===== src/rtl/wb_sequencer_pkg.sv =====
// Shared definitions for the writeback sequencer: execute source encodings,
// outstanding-load limit and the write-port source decode.
package wb_sequencer_pkg;

  // Execute source select encodings; any value with bit 1 set is a link op.
  localparam logic [1:0] SEL_ALU  = 2'b00;
  localparam logic [1:0] SEL_MEM  = 2'b01;
  localparam logic [1:0] SEL_LINK = 2'b10;

  // Default number of loads that may be in flight at once.
  localparam int MAX_LOADS_DEFAULT = 3;

  // Which requester owns the register-file write port in a given cycle.
  typedef enum logic [1:0] {
    SRC_NONE,
    SRC_MEM,
    SRC_FIFO,
    SRC_EX
  } wb_src_e;

  // Link ops are identified by the high select bit alone (1? encoding).
  function automatic logic sel_is_link(input logic [1:0] sel);
    return (sel & SEL_LINK) != 2'b00;
  endfunction

  function automatic logic sel_is_load(input logic [1:0] sel);
    return sel == SEL_MEM;
  endfunction

endpackage


===== src/rtl/wb_fifo.sv =====
// Two-entry FIFO holding execute writes that lost the write port.
module wb_fifo #(
  parameter int WIDTH = 8
) (
  input  logic             clk,
  input  logic             reset,
  input  logic             push,
  input  logic [WIDTH-1:0] push_data,
  input  logic             pop,
  output logic [WIDTH-1:0] head_data,
  output logic             full,
  output logic             empty
);

  logic [WIDTH-1:0] mem_q [2];
  logic [WIDTH-1:0] mem_d [2];
  logic             wr_ptr_q, wr_ptr_d;
  logic             rd_ptr_q, rd_ptr_d;
  logic [1:0]       count_q, count_d;
  logic             do_push, do_pop;

  assign full      = (count_q == 2'd2);
  assign empty     = (count_q == 2'd0);
  assign head_data = mem_q[rd_ptr_q];

  // Next-state pointers, occupancy and storage; push/pop in one cycle is legal.
  always_comb begin
    mem_d    = mem_q;
    wr_ptr_d = wr_ptr_q;
    rd_ptr_d = rd_ptr_q;
    count_d  = count_q;
    do_push  = push && !full;
    do_pop   = pop && !empty;
    if (do_push) begin
      mem_d[wr_ptr_q] = push_data;
      wr_ptr_d        = ~wr_ptr_q;
    end
    if (do_pop) begin
      rd_ptr_d = ~rd_ptr_q;
    end
    if (do_push && !do_pop) begin
      count_d = count_q + 2'd1;
    end else if (!do_push && do_pop) begin
      count_d = count_q - 2'd1;
    end
  end

  // Control state register; reset empties the FIFO.
  always_ff @(posedge clk) begin
    if (reset) begin
      wr_ptr_q <= 1'b0;
      rd_ptr_q <= 1'b0;
      count_q  <= 2'd0;
    end else begin
      wr_ptr_q <= wr_ptr_d;
      rd_ptr_q <= rd_ptr_d;
      count_q  <= count_d;
    end
  end

  // Entry storage needs no reset; occupancy decides what is valid.
  always_ff @(posedge clk) begin
    mem_q <= mem_d;
  end

endmodule


===== src/rtl/wb_sequencer.sv =====
// Writeback sequencer: arbitrates load responses, buffered execute writes and
// new execute writes onto one registered register-file write port, and
// tracks outstanding loads.
module wb_sequencer
  import wb_sequencer_pkg::*;
#(
  parameter int DATA_WIDTH = 32,
  parameter int PC_WIDTH   = 8,
  parameter int RA_WIDTH   = 5,
  parameter int MAX_LOADS  = MAX_LOADS_DEFAULT
) (
  input  logic                  clk,
  input  logic                  reset,
  input  logic                  ex_valid,
  input  logic [1:0]            ex_sel,
  input  logic [RA_WIDTH-1:0]   ex_rd,
  input  logic [PC_WIDTH-1:0]   ex_pc,
  input  logic [DATA_WIDTH-1:0] ex_alu_result,
  input  logic                  mem_rsp_valid,
  input  logic [RA_WIDTH-1:0]   mem_rsp_rd,
  input  logic [DATA_WIDTH-1:0] mem_rsp_data,
  output logic                  ex_stall,
  output logic                  rf_we,
  output logic [RA_WIDTH-1:0]   rf_waddr,
  output logic [DATA_WIDTH-1:0] rf_wdata,
  output logic [1:0]            loads_outstanding,
  output logic                  rsp_error
);

  localparam int         ENTRY_W = RA_WIDTH + DATA_WIDTH;
  localparam logic [1:0] MAX_CNT = 2'(MAX_LOADS);

  logic                  fifo_push, fifo_pop, fifo_full, fifo_empty;
  logic [ENTRY_W-1:0]    fifo_head;
  logic [PC_WIDTH-1:0]   link_pc;
  logic [DATA_WIDTH-1:0] ex_data;
  logic                  ex_is_load, ex_writes, accept, ex_write;
  logic                  load_inc, rsp_dec;
  wb_src_e               src;

  logic                  rf_we_q, rf_we_d;
  logic [RA_WIDTH-1:0]   rf_waddr_q, rf_waddr_d;
  logic [DATA_WIDTH-1:0] rf_wdata_q, rf_wdata_d;
  logic [1:0]            cnt_q, cnt_d;
  logic                  err_q, err_d;

  wb_fifo #(
    .WIDTH(ENTRY_W)
  ) u_fifo (
    .clk      (clk),
    .reset    (reset),
    .push     (fifo_push),
    .push_data({ex_rd, ex_data}),
    .pop      (fifo_pop),
    .head_data(fifo_head),
    .full     (fifo_full),
    .empty    (fifo_empty)
  );

  // A response in the same cycle frees a load slot, so it lifts the load stall.
  assign ex_is_load = sel_is_load(ex_sel);
  assign ex_stall   = ex_valid &&
                      (fifo_full || (ex_is_load && (cnt_q == MAX_CNT) && !mem_rsp_valid));
  assign accept     = ex_valid && !ex_stall;

  // Execute write data: link address wraps in PC width then sign-extends.
  always_comb begin
    link_pc   = ex_pc + PC_WIDTH'(4);
    ex_writes = sel_is_link(ex_sel) || (ex_sel == SEL_ALU);
    ex_write  = accept && ex_writes && (ex_rd != '0);
    if (sel_is_link(ex_sel)) begin
      ex_data = {{(DATA_WIDTH - PC_WIDTH){link_pc[PC_WIDTH-1]}}, link_pc};
    end else begin
      ex_data = ex_alu_result;
    end
  end

  // Port arbitration: memory response, then FIFO head, then execute bypass.
  always_comb begin
    src        = SRC_NONE;
    fifo_pop   = 1'b0;
    rf_we_d    = 1'b0;
    rf_waddr_d = rf_waddr_q;
    rf_wdata_d = rf_wdata_q;
    if (mem_rsp_valid) begin
      src = SRC_MEM;
    end else if (!fifo_empty) begin
      src      = SRC_FIFO;
      fifo_pop = 1'b1;
    end else if (ex_write) begin
      src = SRC_EX;
    end
    // Any execute write that did not take the port waits in the FIFO.
    fifo_push = ex_write && (src != SRC_EX);
    unique case (src)
      SRC_MEM: begin
        // Loads to r0 still consume the port slot but never write.
        if (mem_rsp_rd != '0) begin
          rf_we_d    = 1'b1;
          rf_waddr_d = mem_rsp_rd;
          rf_wdata_d = mem_rsp_data;
        end
      end
      SRC_FIFO: begin
        rf_we_d                  = 1'b1;
        {rf_waddr_d, rf_wdata_d} = fifo_head;
      end
      SRC_EX: begin
        rf_we_d    = 1'b1;
        rf_waddr_d = ex_rd;
        rf_wdata_d = ex_data;
      end
      default: ;
    endcase
  end

  // Outstanding-load count; a response with nothing in flight is a sticky error.
  always_comb begin
    load_inc = accept && ex_is_load;
    rsp_dec  = mem_rsp_valid && (cnt_q != 2'd0);
    err_d    = err_q || (mem_rsp_valid && (cnt_q == 2'd0));
    cnt_d    = cnt_q;
    if (load_inc && !rsp_dec) begin
      cnt_d = cnt_q + 2'd1;
    end else if (!load_inc && rsp_dec) begin
      cnt_d = cnt_q - 2'd1;
    end
  end

  // Registered write port and load-tracking state.
  always_ff @(posedge clk) begin
    if (reset) begin
      rf_we_q    <= 1'b0;
      rf_waddr_q <= '0;
      rf_wdata_q <= '0;
      cnt_q      <= 2'd0;
      err_q      <= 1'b0;
    end else begin
      rf_we_q    <= rf_we_d;
      rf_waddr_q <= rf_waddr_d;
      rf_wdata_q <= rf_wdata_d;
      cnt_q      <= cnt_d;
      err_q      <= err_d;
    end
  end

  assign rf_we             = rf_we_q;
  assign rf_waddr          = rf_waddr_q;
  assign rf_wdata          = rf_wdata_q;
  assign loads_outstanding = cnt_q;
  assign rsp_error         = err_q;

endmodule


===== config.mk =====
export PLATFORM = sky130hd
export DESIGN_NAME = wb_sequencer
export DESIGN_NICKNAME = d
export VERILOG_FILES = /design/src/rtl/wb_sequencer_pkg.sv /design/src/rtl/wb_fifo.sv /design/src/rtl/wb_sequencer.sv
export SDC_FILE = /design/constraint.sdc
export NUM_CORES = 1
export LEC_CHECK = 0
export ABC_CLOCK_PERIOD_IN_PS = 7300
export CORE_MARGIN = 1
export CORE_UTILIZATION = 45
export DETAILED_ROUTE_END_ITERATION = 8
export HOLD_SLACK_MARGIN = 0.05
export PLACE_DENSITY_LB_ADDON = 0.08
export SLEW_MARGIN = 0
export SYNTH_ARGS = -nofsm -noshare
export SYNTH_HDL_FRONTEND = slang
export SYNTH_SLANG_ARGS = --single-unit

===== constraint.sdc =====
create_clock -name clk -period 7.3 [get_ports clk]
set_input_delay 1.095 -clock clk [delete_from_list [all_inputs] [get_ports clk]]
set_output_delay 1.095 -clock clk [all_outputs]
set_load 0.1 [all_outputs]

==> After elaboration in Yosys (flattened, before gate mapping) <==
Cells that the tools add are included.
W data, S select, Z words.
{ "word_totals": {"reg_bits": 119, "inputBits": 88, "output_inout_bits": 42, "word_cells": 91} }
{ "op_classes": {"add_sub_neg": 5, "n_lt_le_gt_ge": 3, "n_eq_ne": 8, "n_mux": 22, "n_bitwise": 4, "n_reduce_logical": 39} }
{ "op_table": {"columns": ["operator", "n"], "rows": [
  ["$mux W37", 4],
  ["$pmux W32 S3", 1],
  ["$bwmux W74", 1],
  ["$mux W32", 2],
  ["$demux W37 S1", 1],
  ["$logic_and A1 B1 Y1", 17],
  ["$pmux W5 S3", 1],
  ["$mux W2", 7],
  ["$reduce_bool A5 Y1", 2],
  ["$add A8 B3 Y8 const B", 1],
  ["$eq A2 B2 Y1 const B", 4],
  ["$logic_not A1 Y1", 8],
  ["$logic_not A2 Y1", 3],
  ["$reduce_bool A2 Y1", 3],
  ["$mux W5", 1],
  ["$add A2 B1 Y2 const B", 2],
  ["$eq A2 B1 Y1 const B", 2],
  ["$ge A2 B2 Y1 const B", 2],
  ["$ne A2 B2 Y1 const B", 2],
  ["$not A1 Y2", 2],
  ["$sub A2 B1 Y2 const B", 2],
  ["$logic_or A1 B1 Y1", 3],
  ["$mux W1", 3],
  ["$reduce_bool A3 Y1", 1],
  ["other kinds (5)", 6]
]} }

==> Logic depth before layout (Yosys ltp) <==
Gate-level depths: netlist (run 1).
{ "depth": {"word_depth": 19, "ltp_mapped": 8, "ltp_nobuf": 7} }

==> Modules after synthesis <==
Synthesis (run 1) repeated with hierarchy kept, for this count alone.
{ "hier_totals": {"hier_cells": 492, "area_unflattened_um2": 5576.6} }
{ "modules_own_cells": {"columns": ["mod", "n_inst", "cells_per_inst", "area_per_inst_um2", "seq_area_each_um2"], "rows": [
  ["wb_fifo", 1, 138, 2860.2, 2302.2],
  ["wb_sequencer", 1, 354, 2716.4, 820.8]
]} }

==> Least setup slack after synthesis (run 1) <==
Ideal clock, no wire load.
{ "synth_timing": {"kind": "input-to-reg", "startpoint": "input ex_sel[1]", "endpoint": "register u_fifo.mem_q[37] (netlist bit), enable pin", "setup_time_ns": 0.524, "arrival_ns": 5.106, "t_required_ns": 6.776, "setup_slack_ns": 1.670, "path_stages": 4, "n_path_buf": 1, "cell_sequence": "buf_2 nand2b_1 nand3_2 nor4_1"} }
{ "synth_between": {"elab_chain_cells": 15, "word_cells_on_any_way": 17, "cone_classes": "2 x eq/ne; 3 x mux; 12 x reduce/logical"} }
{ "synth_lines": {"columns": ["element", "line_no", "text"], "rows": [
  ["from (decl)", "wb_sequencer.sv:15", "input logic [1:0] ex_sel,"],
  ["$eq A2 B1 Y1", "wb_sequencer_pkg.sv:27", "return sel == SEL_MEM;"],
  ["$logic_and A1 B1 Y1 (2 in a row)", "wb_sequencer.sv:63", "(fifo_full || (ex_is_load && (cnt_q == MAX_CNT) && !mem_rsp_valid));"],
  ["$logic_or A1 B1 Y1", "wb_sequencer.sv:63", null],
  ["$logic_and A1 B1 Y1", "wb_sequencer.sv:62", "assign ex_stall = ex_valid &&"],
  ["$logic_not A1 Y1", "wb_sequencer.sv:64", "assign accept = ex_valid && !ex_stall;"],
  ["$logic_and A1 B1 Y1", "wb_sequencer.sv:64", null],
  ["$logic_and A1 B1 Y1 (*) (2 in a row)", "wb_sequencer.sv:70", "ex_write = accept && ex_writes && (ex_rd != '0);"],
  ["$mux W2", "wb_sequencer.sv:90", "end else if (ex_write) begin"],
  ["$mux W2", "wb_sequencer.sv:87", "end else if (!fifo_empty) begin"],
  ["$mux W2", "wb_sequencer.sv:85", "if (mem_rsp_valid) begin"],
  ["$ne A2 B2 Y1", "wb_sequencer.sv:94", "fifo_push = ex_write && (src != SRC_EX);"],
  ["$logic_and A1 B1 Y1 (*)", "wb_sequencer.sv:94", null],
  ["$logic_and A1 B1 Y1 (*)", "wb_fifo.sv:32", "do_push = push && !full;"],
  ["to (signal assigned)", "wb_fifo.sv:63", "mem_q <= mem_d;"],
  ["to (decl)", "wb_fifo.sv:15", "logic [WIDTH-1:0] mem_q [2];"]
]} }
Mark *: on every way between the ends. The rest lies on a longest branch, timed or not.
A chain may end at the register's enable or synchronous reset.

==> Final worst setup path (run 1) <==
{ "layout_timing": {"startpoint": "input mem_rsp_valid", "endpoint": "output ex_stall"} }
{ "layout_between": {"elab_chain_cells": 4} }
{ "layout_lines": {"columns": ["element", "line_no", "text"], "rows": [
  ["from (decl)", "wb_sequencer.sv:19", "input logic mem_rsp_valid,"],
  ["$logic_not A1 Y1", "wb_sequencer.sv:63", null],
  ["$logic_and A1 B1 Y1", "wb_sequencer.sv:63", null],
  ["$logic_or A1 B1 Y1", "wb_sequencer.sv:63", null],
  ["$logic_and A1 B1 Y1", "wb_sequencer.sv:62", null],
  ["to (decl)", "wb_sequencer.sv:22", "output logic ex_stall,"]
]} }
No other way between the ends.

==> results of run 1 <==
==> where the power goes <==
part | switching, W | total [W] | internal (W)
clock network | 0.000271 | 0.000762 | 0.000490
registers | 0.0000820 | 0.000948 | 0.000866
logic | 0.000893 | 0.00125 | 0.000357
==> layout make-up <==
cell class / count / area [µm²]
repair buffers: 135 / 1330
flip-flops and latches: 119 / 3120
multi-input cells: 299 / 2190
clock buffers: 27 / 493
inverters: 4 / 15.0
fillers: 971 / 4580
well taps: 147 / 184
clock inverters: 5 / 47.5
==> metrics by stage <==
stage / area, µm² / cells / power (W) / hold WS (ns)
floorplan: 5500 / 466 / 0.00191 / 0.498
global placement: 6840 / 704 / 0.00219 / 0.454
detailed placement: 6840 / 704 / 0.00221 / 0.463
CTS: 7380 / 736 / 0.00298 / 0.470
global route: 7380 / 736 / 0.00307 / 0.496
finish: 7380 / 736 / 0.00296 / 0.477
==> placed cells by master (no fill, tap or decap), types with 7 or more instances in the layout <==
cell type / Yosys / routed
nor2_1: 14 / 14
a222oi_1: 7 / 7
a211oi_1: 57 / 57
clkbuf_16: 0 / 17
dfxtp_1: 45 / 44
o21a_1: 25 / 25
clkdlybuf4s50_1: 0 / 127
o211ai_1: 26 / 26
o21ai_0: 29 / 29
mux2i_1: 31 / 31
mux2_2: 10 / 10
clkbuf_1: 29 / 7
edfxtp_1: 74 / 74
a21oi_1: 42 / 42
==> registers in the layout, summed over array words and instances, names as in the netlist <==
name / flops
rf_waddr: 5
u_fifo.mem_q: 74
rf_wdata: 32
u_fifo.rd_ptr_q: 1
rsp_error: 1
u_fifo.count_q: 2
rf_we: 1
u_fifo.wr_ptr_q: 1
loads_outstanding: 2
==> worst max-delay path, stage by stage <==
cell             delay [ns]
clkdlybuf4s50_1        0.67
o31ai_1                0.31
and2_1                 0.15
clkdlybuf4s50_1        1.12
==> how the worst max path moves through the flow <==
stage / slack (ns) / end / startpoint
3_5_place_dp: 2.87 / ex_stall / ex_sel[1]
5_1_grt: 2.78 / ex_stall / mem_rsp_valid
2_1_floorplan: 1.67 / u_fifo.mem_q[37] / ex_sel[1]
6_report: 2.86 / ex_stall / mem_rsp_valid
3_3_place_gp: 2.89 / ex_stall / mem_rsp_valid
4_1_cts: 2.87 / ex_stall / ex_sel[1]
==> routing by layer <==
layer	track usage	part of all wire	vias up
met4	0.0969	0.017	0
met5	0	0	-
li1	-	-	2065
met2	0.383	0.48	160
met1	0.290	0.44	2079
met3	0.0567	0.063	25
==> kinds of logic after synthesis <==
kind of cell,after synthesis,synth area share
compound gates,198,0.242
xor+xnor,9,0.0143
fa+ha+maj,3,0.00682
buf+inv,48,0.0400
flops,119,0.568
mux,41,0.0769
simple gates,48,0.0521
==> impl_metrics.toml, run 1 <==
[floorplanning]
io_pins = 130
rows = 40
die_w_um = 113
core_area_um2 = 12000
dieArea_um2 = 12700
fp.dieH_um = 113
start_util = 0.460

[sta]
fmax_mhz = 225
setup-violations-final = 0
worstMarginPinSlew_ns = 1.07
setup_tns_ns = 0
rsz0062_at_grt = "no"
finClkSkew_ns = 0.00703
maxSlewHeadroom = 0.283
finalHoldViolCount = 0
drv_slew = 0
fin_crit_sh = 0.609
timing.final.crit_period_ns = 4.44
fin_ws_ns = 2.86

[final_layout]
syn2layout_area_growth_pct = 34.2
n_antenna_cell = 0
drive_above_1_share = 0.0951
final_nets = 667
utilization = 0.617

[synthesis]
yosys.cell_types.count = 48
synth-warning-count = 0
async_reset_ff_frac = 0
synth_edf_count = 74
yosysSeqAreaShare = 0.568
synthTopCellsByCount = "edfxtp_1, a211oi_1, dfxtp_1"
synth_area_leaders = "edfxtp_1, dfxtp_1, a211oi_1"
syn_avg_cell_area_um2 = 11.8
synth_area_um2 = 5500
ys_ff_latch = 119
syn-num-nets = 557
synth_top_cell_area_share = 0.404
ys.flop_type = "edfxtp_1"
yosysMostFrequentCell = "edfxtp_1"
synth_cells = 466
yosysTopAreaCell = "edfxtp_1"

[worst_setup_path]
end_kind = "primary output"
cp_data_arrival_time_ns = 3.35
ff2ff_path_depth = 6
r2r_slack_ns = 4.62
crit_path_max_fanout = 11
r2r_start = "u_fifo.count_q[0]"
critPathLaunchType = "input pin"
crit_type = "input pin to primary output"
required_ns = 6.20
rr_endpoint = "rf_wdata[30]"

[run]
cap_violations = 0

[clock_network]
clock_latency_ns = 0.42
cts.repair.resized = 0
htree_levels = 4
cts_setup_buffers = 0
numCtsBuffers = 17
cts_sinks = 119
tritoncts = "yes"
clk_pin_slew_worst_paths_ns = 0.05
cts_buffer_depth = 2
cts_hold_buf = 0
cts_root_buf = "clkbuf_16"

[run_status]
status = "completed"

[route]
drc = 0
via_per_inst = 5.88
antenna_left = 0
via_count = 4329
drtIter0Drc = 289
firstDrtPassIters = 5
drt_wl_total_mm = 14.1
wl_per_cell_um = 19.1

[global_route]
grt_usage = 0.231
grt_max_degree = 63
grt-ovfl-total = 0
grt_pass1_wl_mm = 22.2
antenna_found_initial = 0
grt_pass1_vias = 4318

[placement]
place.gp.congestion = 0.789
place_ws_ns = 2.87
numPortBuffers = 129
dp.final_hpwl_mm = 8.61

[worst_hold_path]
holdPathStages = 2
min_path_type = "flop to flop"
hp-start = "rf_wdata[3]"
holdPathEnd = "rf_wdata[3]"

[power_and_ir_drop]
p_leak_nw = 2.44
power.density_nw_per_um2 = 401
peakVddDrop_mv = 0.213
No activity file was read; power rests on OpenSTA's default activity.
==> run 2, diff against run 1 <==
--- a/config.mk
+++ b/config.mk
@@ -5,7 +5,7 @@
 export SDC_FILE = /design/constraint.sdc
 export NUM_CORES = 1
 export LEC_CHECK = 0
-export ABC_CLOCK_PERIOD_IN_PS = 7300
+export ABC_CLOCK_PERIOD_IN_PS = 4330
 export CORE_MARGIN = 1
 export CORE_UTILIZATION = 45
 export DETAILED_ROUTE_END_ITERATION = 8
==> constraint.sdc (replaced) <==
create_clock -name clk -period 4.33 [get_ports clk]
set_input_delay 0.6495 -clock clk [delete_from_list [all_inputs] [get_ports clk]]
set_output_delay 0.6495 -clock clk [all_outputs]
set_load 0.1 [all_outputs]
==> run 2 against run 1 <==
Effect of this change: sequential power grew 70%; final cell count is 0.68% higher; clock power rose by 73%; sequential share of layout area is 0.30 points lower; critical path depth increased by 2; core utilization is 0.44 points higher; die area did not move; design area is 0.71% higher; flip-flop and latch count unchanged; highest routed layer unchanged.
==> impl_metrics.toml, run 2 (synthesized netlist as in run 1, its figures left out) <==
[placement]
place_ws_ns = 0.657
dp.final_hpwl_mm = 8.97
numPortBuffers = 129
dpl.cell_count = 709
place.gp.congestion = 0.778

[sta]
finClkSkew_ns = 0.00928
maxSlewHeadroom = 0.299
fmax_mhz = 311
drv_slew = 0
worstMarginPinSlew_ns = 1.05
timing.hold.ws_ns = 0.476
setup-violations-final = 0
finalHoldViolCount = 0
setup_tns_ns = 0
fin_crit_sh = 0.744
rsz0062_at_grt = "no"
timing.final.crit_period_ns = 3.22
fin_ws_ns = 1.11

[worst_setup_path]
cp_data_arrival_time_ns = 3.52
crit_family = "compound AO/OA/AOI/OAI gates"
crit_buf_inv = 2
required_ns = 4.63
crit_path_max_fanout = 35
r2r_start = "u_fifo.count_q[0]"
end_kind = "flop"
crit_path_start = "mem_rsp_valid"
slowest_delay_ns = 0.82
path_cells = "clkdlybuf4s50_1 > nor2_2 > inv_2 > o31a_2 > a222oi_1 > a211oi_1"
crit_type = "input pin to flop"
critPathLaunchType = "input pin"
slowest_stage = "o31a_2"

[clock_network]
clock_latency_ns = 0.41
clk_pin_slew_worst_paths_ns = 0.05
cts_buffer_depth = 2
htree_levels = 4
cts.repair.resized = 0
cts_setup_buffers = 0
cts_root_buf = "clkbuf_16"
numCtsBuffers = 17
cts_hold_buf = 0
cts_sinks = 119
tritoncts = "yes"

[final_layout]
top_register = "u_fifo.mem_q"
drive_above_1_share = 0.111
n_antenna_cell = 0
fin_cells = 741
final_common_cell = "clkdlybuf4s50_1"
final_nets = 672
layout_common_cells = "clkdlybuf4s50_1, edfxtp_1, a211oi_1"
largest_register_ffs = 74
syn2layout_area_growth_pct = 35.2

[global_route]
grt_usage = 0.236
grt_pass1_wl_mm = 23.0
antenna_found_initial = 0
grt_pass1_vias = 4482
grt_max_degree = 62
grt-ovfl-total = 0

[floorplanning]
start_util = 0.460
core_area_um2 = 12000
dieArea_um2 = 12700
fp.dieH_um = 113
die_w_um = 113
rows = 40
io_pins = 130

[power_and_ir_drop]
sw_frac_of_total = 0.424
power_frac_clock = 0.262
netSwitchingPower_w = 0.00214
peakVddDrop_mv = 0.531
p_seq_frac = 0.320
p_leak_nw = 2.49
power.density_nw_per_um2 = 677
power_w = 0.00504
cell_internal_pwr_w = 0.00290
power_frac_comb = 0.418

[route]
firstDrtPassIters = 6
antenna_left = 0
drt_wl_total_mm = 14.5
via_per_inst = 5.94
wl_per_cell_um = 19.6
via_count = 4404
drc = 0
drtIter0Drc = 403

[run_status]
status = "completed"

[worst_hold_path]
hp-start = "rsp_error"
min_path_type = "flop to flop"

[run]
cap_violations = 0
run 2: cell type report:
| cell class | count | area [µm²] |
|---|---|---|
| Fill cell | 1014 | 4520 |
| Tap cell | 147 | 184 |
| Multi-Input combinational cell | 299 | 2200 |
| Clock buffer | 24 | 483 |
| Sequential cell | 119 | 3120 |
| Inverter | 4 | 15.0 |
| Clock inverter | 8 | 71.3 |
| Timing Repair Buffer | 140 | 1360 |
run 2: final timing paths:
check / slack [ns] / to / depth (start not counted)
worst max-delay path: 1.11 / rf_wdata[4] / 6
worst min-delay path: 0.48 / rsp_error / 2
worst max register to register: 1.65 / rf_wdata[0] / 5
worst min register to register: 0.48 / rsp_error / 2
run 2: metal layers:
layer | GRT usage | share of wire | vias to the layer above
met5 | 0 | 0 | -
met4 | 0.0818 | 0.011 | 0
met3 | 0.0524 | 0.064 | 13
met2 | 0.404 | 0.50 | 194
met1 | 0.295 | 0.42 | 2133
li1 | - | - | 2064
run 2: metrics by stage:
stage	utilization	instance area [µm²]
finish	0.622	7440
global route	0.622	7440
CTS	0.622	7440
detailed placement	0.575	6880
global placement	0.575	6880
floorplan	-	5510
run 2: power groups by stage:
stage	clock [W]	combinational, W	sequential [W]
6_report	0.00132	0.00211	0.00161
5_1_grt	0.00139	0.00220	0.00164
4_1_cts	0.00133	0.00212	0.00161
3_5_place_dp	0	0.00211	0.00163
3_3_place_gp	0	0.00209	0.00162
2_1_floorplan	0	0.000667	0.00255
run 2: tightest hold or removal path, delay by kind of cell (launching register included):
kind / cells / cell delay (ns)
and+or+nand+nor: 1 / 0.07
AOI/OAI and AO/OA: 1 / 0.04
DFF: 1 / 0.33
==> run 3, diff against run 2 <==
--- a/config.mk
+++ b/config.mk
@@ -5,7 +5,7 @@
 export SDC_FILE = /design/constraint.sdc
 export NUM_CORES = 1
 export LEC_CHECK = 0
-export ABC_CLOCK_PERIOD_IN_PS = 4330
+export ABC_CLOCK_PERIOD_IN_PS = 2700
 export CORE_MARGIN = 1
 export CORE_UTILIZATION = 45
 export DETAILED_ROUTE_END_ITERATION = 8
==> constraint.sdc (replaced) <==
create_clock -name clk -period 2.7 [get_ports clk]
set_input_delay 0.405 -clock clk [delete_from_list [all_inputs] [get_ports clk]]
set_output_delay 0.405 -clock clk [all_outputs]
set_load 0.1 [all_outputs]
==> run 3 against run 2 <==
Effect of this change: largest cell class unchanged; core utilization is 0.92 points higher; hold slack worse by 0.020 ns; sequential share of layout area is 0.61 points lower; clock power is 72% higher; critical path type unchanged; non-clock buffer count is 14 higher; final cell count is 1.9% higher; register-to-register slack worse by 1.2 ns; setup slack worse by 0.73 ns.
==> impl_metrics.toml, run 3 (synthesized netlist as in run 1, its figures left out) <==
[global_route]
grt-ovfl-total = 0
grt_usage = 0.239
antenna_found_initial = 0
grt_pass1_vias = 4539
grt_pass1_wl_mm = 23.4
grt_max_degree = 62

[clock_network]
htree_levels = 4
clock_latency_ns = 0.41
cts_hold_buf = 0
cts_sinks = 119
tritoncts = "yes"
cts.repair.resized = 0
numCtsBuffers = 17
cts_setup_buffers = 0
cts_root_buf = "clkbuf_16"
clk_pin_slew_worst_paths_ns = 0.05
cts_buffer_depth = 2

[sta]
fmax_mhz = 431
timing.final.crit_period_ns = 2.32
maxSlewHeadroom = 0.437
setup-violations-final = 0
finalHoldViolCount = 0
fin_ws_ns = 0.380
rsz0062_at_grt = "no"
finClkSkew_ns = 0.00585
worstMarginPinSlew_ns = 0.840
timing.hold.ws_ns = 0.455
setup_tns_ns = 0
fin_crit_sh = 0.859
drv_slew = 0

[power_and_ir_drop]
peakVddDrop_mv = 0.694
power_w = 0.00827
power.density_nw_per_um2 = 1100
p_leak_nw = 2.66

[run]
cap_violations = 0

[worst_setup_path]
path_cells = "clkdlybuf4s50_1 > nor3_4 > and3_1 > nor2b_2 > buf_4 > o211ai_1 > a211oi_1"
rr_endpoint = "rf_wdata[17]"
end_kind = "flop"
crit_path_max_fanout = 17
slowest_stage = "nor2b_2"
slowest_delay_ns = 0.69
r2r_slack_ns = 0.41
ff2ff_path_depth = 6
cp_data_arrival_time_ns = 2.63
crit_type = "input pin to flop"
r2r_start = "u_fifo.count_q[0]"
critPathLaunchType = "input pin"
required_ns = 3.01

[floorplanning]
fp.dieH_um = 113
io_pins = 130
rows = 40
die_w_um = 113
start_util = 0.460
dieArea_um2 = 12700
core_area_um2 = 12000

[route]
firstDrtPassIters = 5
drc = 0
antenna_left = 0
via_count = 4472
via_per_inst = 5.92
drt_wl_total_mm = 14.6
wl_per_cell_um = 19.3
drtIter0Drc = 280

[placement]
place_ws_ns = 0.00877
numPortBuffers = 129
dp.final_hpwl_mm = 9.22
placed_cell_area_um2 = 6950
place.gp.congestion = 0.791

[final_layout]
fillers = 964
final_nets = 686
postLayoutCellArea_um2 = 7550
drive_above_1_share = 0.201
seqCellArea_um2 = 3120
layout_common_cells = "clkdlybuf4s50_1, edfxtp_1, buf_4"
multiInputGateArea_um2 = 2200
syn2layout_area_growth_pct = 37.2
top_register = "u_fifo.mem_q"
n_antenna_cell = 0
largest_register_ffs = 74
final_common_cell = "clkdlybuf4s50_1"

[run_status]
status = "completed"

[worst_hold_path]
min_path_type = "input pin to flop"
holdPathEnd = "rf_wdata[22]"
hp-start = "reset"
holdPathStages = 2
==> run 3: cell count changes in the layout (fill, tap and decap cells not counted), sizes merged <==
cell / before / now
clkdlybuf4s50: 126 / 85
clkbuf: 24 / 22
bufinv: 1 / 3
buf: 14 / 69
inv: 6 / 4
clkinv: 5 / 7
==> run 3: layout make-up <==
class | instances | share of cell area
well taps | 147 | 0.0244
flip-flops and latches | 119 | 0.414
inverters | 4 | 0.00199
multi-input cells | 299 | 0.291
repair buffers | 154 | 0.189
clock buffers | 22 | 0.0630
clock inverters | 10 | 0.0164
==> run 3: worst max path at each step <==
| stage | from | end | slack [ns] | cells after the start |
|---|---|---|---|---|
| 3_3_place_gp | ex_rd[1] | rf_wdata[4] | 0.07 | 7 |
| 3_5_place_dp | mem_rsp_valid | rf_wdata[20] | 0.009 | 7 |
| 4_1_cts | mem_rsp_valid | rf_wdata[20] | 0.44 | 7 |
| 6_report | mem_rsp_valid | rf_wdata[17] | 0.38 | 7 |
| 2_1_floorplan | loads_outstanding[0] | ex_stall | 0.14 | 3 |
| 5_1_grt | u_fifo.count_q[0] | rf_wdata[16] | 0.25 | 6 |
==> run 3: per-layer routing <==
layer  global-route usage  routed length [µm]  vias up
met1                0.309                6490     2176
met2                0.395                7100      172
met3               0.0556                 827       18
li1                     -                   -     2106
met4               0.0809                 167        0
met5                    0                   0        -
==> run 3: report_power, final <==
part / leakage, nW / switching [W] / internal, W
registers: 1.05 / 0.000250 / 0.00234
clock network: 0.300 / 0.000755 / 0.00152
logic: 1.31 / 0.00243 / 0.000976
==> run 3: stage by stage <==
step,cells,util
6_report,755,0.631
5_1_grt,755,0.631
4_1_cts,755,0.631
3_5_place_dp,723,0.581
3_3_place_gp,723,0.581
2_1_floorplan,466,-
==> run 3: worst max-delay path: cells and delay by family <==
family                 cells  cell delay [ns]
AOI/OAI and AO/OA          2             0.38
buffers and inverters      2             0.82
and+or+nand+nor            3             1.01
